**config.mk**
```make
export PLATFORM = sky130hd
export DESIGN_NAME = bet_bank_ctrl
export DESIGN_NICKNAME = d
export VERILOG_FILES = /design/src/rtl/bet_bank_ctrl.sv
export SDC_FILE = /design/constraint.sdc
export NUM_CORES = 1
export LEC_CHECK = 0
export CAP_MARGIN = 20
export CORE_MARGIN = 3
export CORE_UTILIZATION = 25
export CTS_BUF_LIST = sky130_fd_sc_hd__clkbuf_8
export DETAILED_ROUTE_END_ITERATION = 6
export RECOVER_POWER = 25
export SLEW_MARGIN = 40
export SYNTH_ARGS = -nofsm -noshare
export SYNTH_HDL_FRONTEND = slang
export SYNTH_SLANG_ARGS = --single-unit
export TNS_END_PERCENT = 5
```
**constraint.sdc**
```tcl
create_clock -name clk -period 4.3 [get_ports clk]
set_clock_uncertainty 0.1 [all_clocks]
set_input_delay 1.29 -clock clk [delete_from_list [all_inputs] [get_ports clk]]
set_output_delay 1.29 -clock clk [all_outputs]
set_load 0.01 [all_outputs]
```
**src/rtl/bet_bank_ctrl.sv**
```systemverilog
// bet_bank_ctrl: betting/bankroll controller with BET -> LOCKED -> SETTLE round flow.
// Optional macro BJ_PAYOUT_3_2_EN makes blackjack pay bet + floor(bet/2) instead of bet.
module bet_bank_ctrl #(
    parameter int MONEY_W    = 10,
    parameter int BET_W      = 7,
    parameter int START_BANK = 200,
    parameter int BET_MAX    = 99
) (
    input  logic                      clk,
    input  logic                      rst,
    input  logic                      increment_1,
    input  logic                      increment_5,
    input  logic                      increment_10,
    input  logic                      increment_25,
    input  logic                      bet_clear,
    input  logic                      deal,
    input  logic                      result_valid,
    input  logic [1:0]                result,
    output logic signed [MONEY_W-1:0] bank,
    output logic                      bank_neg,
    output logic [BET_W-1:0]          bet,
    output logic [1:0]                state,
    output logic                      round_done
);
    typedef enum logic [1:0] {ST_BET = 2'b00, ST_LOCKED = 2'b01, ST_SETTLE = 2'b10} state_t;
    localparam int SW = MONEY_W + 1;
    localparam int AW = BET_W + 2;

    state_t             state_q, state_d;
    logic [BET_W-1:0]   bet_q, bet_d, bet_sat;
    logic [MONEY_W-1:0] bank_q, bank_d, bank_sat;
    logic [1:0]         res_q, res_d;
    logic [3:0]         btn_q, rise;
    logic               done_q;
    logic [AW-1:0]      bet_sum;
    logic [SW-1:0]      pay, bank_sum;

    assign rise    = {increment_25, increment_10, increment_5, increment_1} & ~btn_q;
    assign bet_sum = AW'(bet_q) + (rise[0] ? AW'(1) : '0) + (rise[1] ? AW'(5) : '0)
                   + (rise[2] ? AW'(10) : '0) + (rise[3] ? AW'(25) : '0);
    assign bet_sat = (bet_sum > AW'(BET_MAX)) ? BET_W'(BET_MAX) : bet_sum[BET_W-1:0];

`ifdef BJ_PAYOUT_3_2_EN
    assign pay = {{(SW-BET_W){1'b0}}, bet_q}
               + ((res_q == 2'b11) ? {{(SW-BET_W+1){1'b0}}, bet_q[BET_W-1:1]} : '0);
`else
    assign pay = {{(SW-BET_W){1'b0}}, bet_q};
`endif

    // one extra bit of headroom: the top two bits disagree exactly on overflow
    assign bank_sum = {bank_q[MONEY_W-1], bank_q}
                    + ((res_q == 2'b00) ? -pay : (res_q == 2'b01) ? '0 : pay);
    assign bank_sat = (bank_sum[SW-1] != bank_sum[SW-2])
                    ? (bank_sum[SW-1] ? {1'b1, {(MONEY_W-1){1'b0}}} : {1'b0, {(MONEY_W-1){1'b1}}})
                    : bank_sum[MONEY_W-1:0];

    always_comb begin
        state_d = state_q;
        bet_d   = bet_q;
        bank_d  = bank_q;
        res_d   = res_q;
        case (state_q)
            ST_BET: begin
                bet_d = bet_clear ? '0 : bet_sat;
                if (deal && !bet_clear && bet_q != '0) state_d = ST_LOCKED;
            end
            ST_LOCKED: begin
                if (result_valid) begin
                    res_d   = result;
                    state_d = ST_SETTLE;
                end
            end
            ST_SETTLE: begin
                bank_d  = bank_sat;
                state_d = ST_BET;
            end
            default: state_d = ST_BET;
        endcase
    end

    always_ff @(posedge clk or posedge rst) begin
        if (rst) begin
            state_q <= ST_BET;
            bet_q   <= '0;
            bank_q  <= MONEY_W'(START_BANK);
            res_q   <= 2'b00;
            btn_q   <= '0;
            done_q  <= 1'b0;
        end else begin
            state_q <= state_d;
            bet_q   <= bet_d;
            bank_q  <= bank_d;
            res_q   <= res_d;
            btn_q   <= {increment_25, increment_10, increment_5, increment_1};
            done_q  <= (state_q == ST_SETTLE);
        end
    end

    assign bank       = bank_q;
    assign bank_neg   = bank_q[MONEY_W-1];
    assign bet        = bet_q;
    assign state      = state_q;
    assign round_done = done_q;
endmodule
```
==> reports/qor.txt <==
Share of cells above drive strength 1 -> 10.7%
Sequential area share after synthesis -> 30.5%
Multiplexer area fraction after synthesis -> 1.52%
Worst Tran Pin Value -> 1000 ps
Post-Route WL -> 5160 um
Die ar. -> 9720 um2
CTS HTree Levels -> 1
Cell area after synthesis -> 2140 um2
Critical path startpoint category -> primary input
Outcome -> finished, final reports clean
Crit Reg-Reg Endpoint -> bank[6]
Post-synthesis compound-gate area fraction -> 25.5%
Final antenna-violating net count -> 0
Reg2Reg Depth -> 10
Worst-path cell chain -> clkdlybuf4s50_1 -> nand2b_1 -> inv_1 -> fa_1 -> ha_1 -> a211oi_2 -> o21ai_0 -> a221oi_2 -> o221ai_1 -> a22o_1 -> a32o_1
Critical Path RT -> 4370 ps
Port bufs -> 31
CP max stage cell -> clkdlybuf4s50_1
Post-route DRC violation count -> 0
Finished Core Util -> 32.4%
Ys flop type -> dfrtp_1
Post-route clock period utilization -> 95.7%
Mapped Nets -> 281
Worst Setup EP -> bet[2]
Hold Vio Cnt, Final -> 0
Clk pwr share -> 9.1%
GP Congestion -> 0.808
Post-place setup slack -> -136 ps
Vias -> 1910
TritonCTS Buffers -> 3
Num Clock Sinks -> 26
Synth async-reset ratio -> 100%
Die X -> 98.6 um
Final worst slack -> 185 ps
Post-synthesis xor/xnor area fraction -> 4.85%
Final min period -> 4120 ps
Clock root cell -> clkbuf_8
Final hold slack -> 388 ps
Setup Crit Path Kind -> in2reg
Peak fanout along the critical path -> 4
Min-delay src -> bank[6]
Reg2reg start -> bet[2]
Post-synth EDFFs -> 0
Final number of max-transition violations -> 0
Clock transition at path regs -> 100 ps
Hpwl dp -> 4140 um
Router iterations before antenna repair -> 4
Area after DPL -> 2590 um2
Adder-cell share of the synthesized area -> 15.4%
Vias in the first global route -> 1970
FP Rows -> 33
Largest cells by area after synthesis -> dfrtp_1, ha_1, a21oi_1
Largest net degree at the start of global routing -> 27
Setup violators final -> 0
Core region area -> 8260 um2
Antenna violations before repair -> 0
First-pass GRT wire length -> 8950 um
P_leak -> 0.00118 uW
CTS Buffer Depth -> 2
HP Class -> reg2reg
Sequential power share -> 20.3%
Leading area contributor after synthesis -> dfrtp_1
WP data arrival -> 4190 ps
Setup TNS -> 0 ps
Top-area cell type share of the netlist area -> 26.9%
# IOs -> 32
NetSw -> 1090 uW
Grt total ovfl -> 0
Die height -> 98.6 um
MaxCap Viol Count -> 0
# diodes -> 0
Clk_lat worst skew -> 280 ps
CTS tree -> done
P_int -> 1200 uW
Syn Inst Count -> 246
Initial DRC Count -> 105
Warnings, synthesis -> 0
Layout area overhead -> 25.0%
Critical path origin -> increment_25
PwrDens -> 853 nW/um2
Peak supply drop -> 233 uV
Per-cell routed wire length -> 13.4 um
Logic pwr share -> 70.6%
Crit path capture type -> flip-flop
DR vias/cell -> 4.96
Relative slew slack -> 33.1%
Total Routing Usage GR -> 11.0%
Largest family of logic cells by synthesized area -> compound AO/OA/AOI/OAI gates
Fin area -> 2680 um2
Post-Synth Simple-Gate Area -> 17.0%
Initial Util -> 26.0%
Hold buffers post-CTS -> 0
CP peak stage delay -> 470 ps
Max frequency -> 243 MHz
Synth cell types -> 53
Sw frac -> 47.6%
Layout Nets -> 316
Average cell area after synthesis -> 8.71 um2
Synth Register Bits -> 26
Setup slack, reg-to-reg -> 730 ps
## worst min-delay path by stage
stage | endpoint | cells past startpoint
CTS | bank[7] | 2
global placement | bank[6] | 2
floorplan | bank[7] | 2
global route | bank[7] | 2
detailed placement | bank[7] | 2
finish | bank[6] | 2
## registers in the layout (all words and copies together), names as in the netlist
signal      cells
bank           10
bet             7
btn_q           4
res_q           2
state           2
round_done      1
## metrics by stage
stage | total power (uW) | std cells
6_report | 2290 | 385
5_1_grt | 2530 | 385
4_1_cts | 2280 | 384
3_5_place_dp | 2060 | 380
3_3_place_gp | 2030 | 380
2_1_floorplan | 1680 | 246
## routing by layer
metal / track usage [%] / vias up / wire length [um]
li1: - / 961 / -
met2: 20.9 / 23 / 2700
met4: 2.84 / 0 / 40
met5: 0 / - / 0
met1: 13.3 / 924 / 2320
met3: 0.991 / 2 / 105
## power groups by stage
stage               registers, uW  logic [uW]  clock network [uW]
floorplan                     454        1230                   0
global placement              471        1560                   0
detailed placement            471        1590                   0
CTS                           466        1600                 216
global route                  485        1820                 220
finish                        464        1610                 207
## critical path: cells and delay by family
kind                       cells  cell delay (ps)
AOI/OAI and AO/OA              6             1550
adders and majority gates      2              670
buffers and inverters          2              580
and+or+nand+nor                1               90
## Yosys cell counts (3+ instances only)
| library cell | instances |
|---|---|
| a21oi_1 | 24 |
| nand2_1 | 18 |
| nor3_1 | 8 |
| o221ai_1 | 4 |
| nor2_1 | 20 |
| inv_1 | 16 |
| xnor2_1 | 6 |
| ha_1 | 20 |
| o21bai_1 | 3 |
| nand2b_1 | 4 |
| fa_1 | 4 |
| nor4_1 | 3 |
| nand3_1 | 8 |
| dfstp_2 | 3 |
| o21ai_1 | 9 |
| xor2_1 | 4 |
| o21ai_0 | 16 |
| dfrtp_1 | 23 |
| clkbuf_1 | 4 |
| o31ai_1 | 3 |
## cells in the final DEF, fill, tap and decap left out, types with 4 or more instances in the layout
master and instances:
a21oi_1 24, buf_4 8, clkdlybuf4s50_1 28, dfrtp_1 23, fa_1 4, ha_1 20, inv_1 16, nand2_1 18
nand2b_1 4, nand3_1 8, nor2_1 20, nor3_1 8, o21ai_0 15, o21ai_1 10, o221ai_1 4, xnor2_1 6
## area by class of cell
cell class	count	area (um2)
multi-input combinational	195	1390
clock buffer	3	41.3
sequential	26	654
tap	105	131
clock inverter	1	30.0
inverter	16	60.1
fill	865	5580
timing repair buffer	39	370
## kinds of logic after synthesis
family,Yosys count
AOI/OAI and AO/OA,83
xor gates and xnor gates,11
adders and majority gates,24
buffers and inverters,25
DFF,26
muxes,3
and+or+nand+nor,74
## repair_timing
| action | in CTS | in global routing |
|---|---|---|
| endpoints found under the hold margin | 0 | 0 |
| endpoints found under the setup margin | 0 | 5 |
| gates resized for setup | 0 | 3 |
| buffers inserted | 0 | 1 |
No activity file was read; power rests on OpenSTA's default activity.
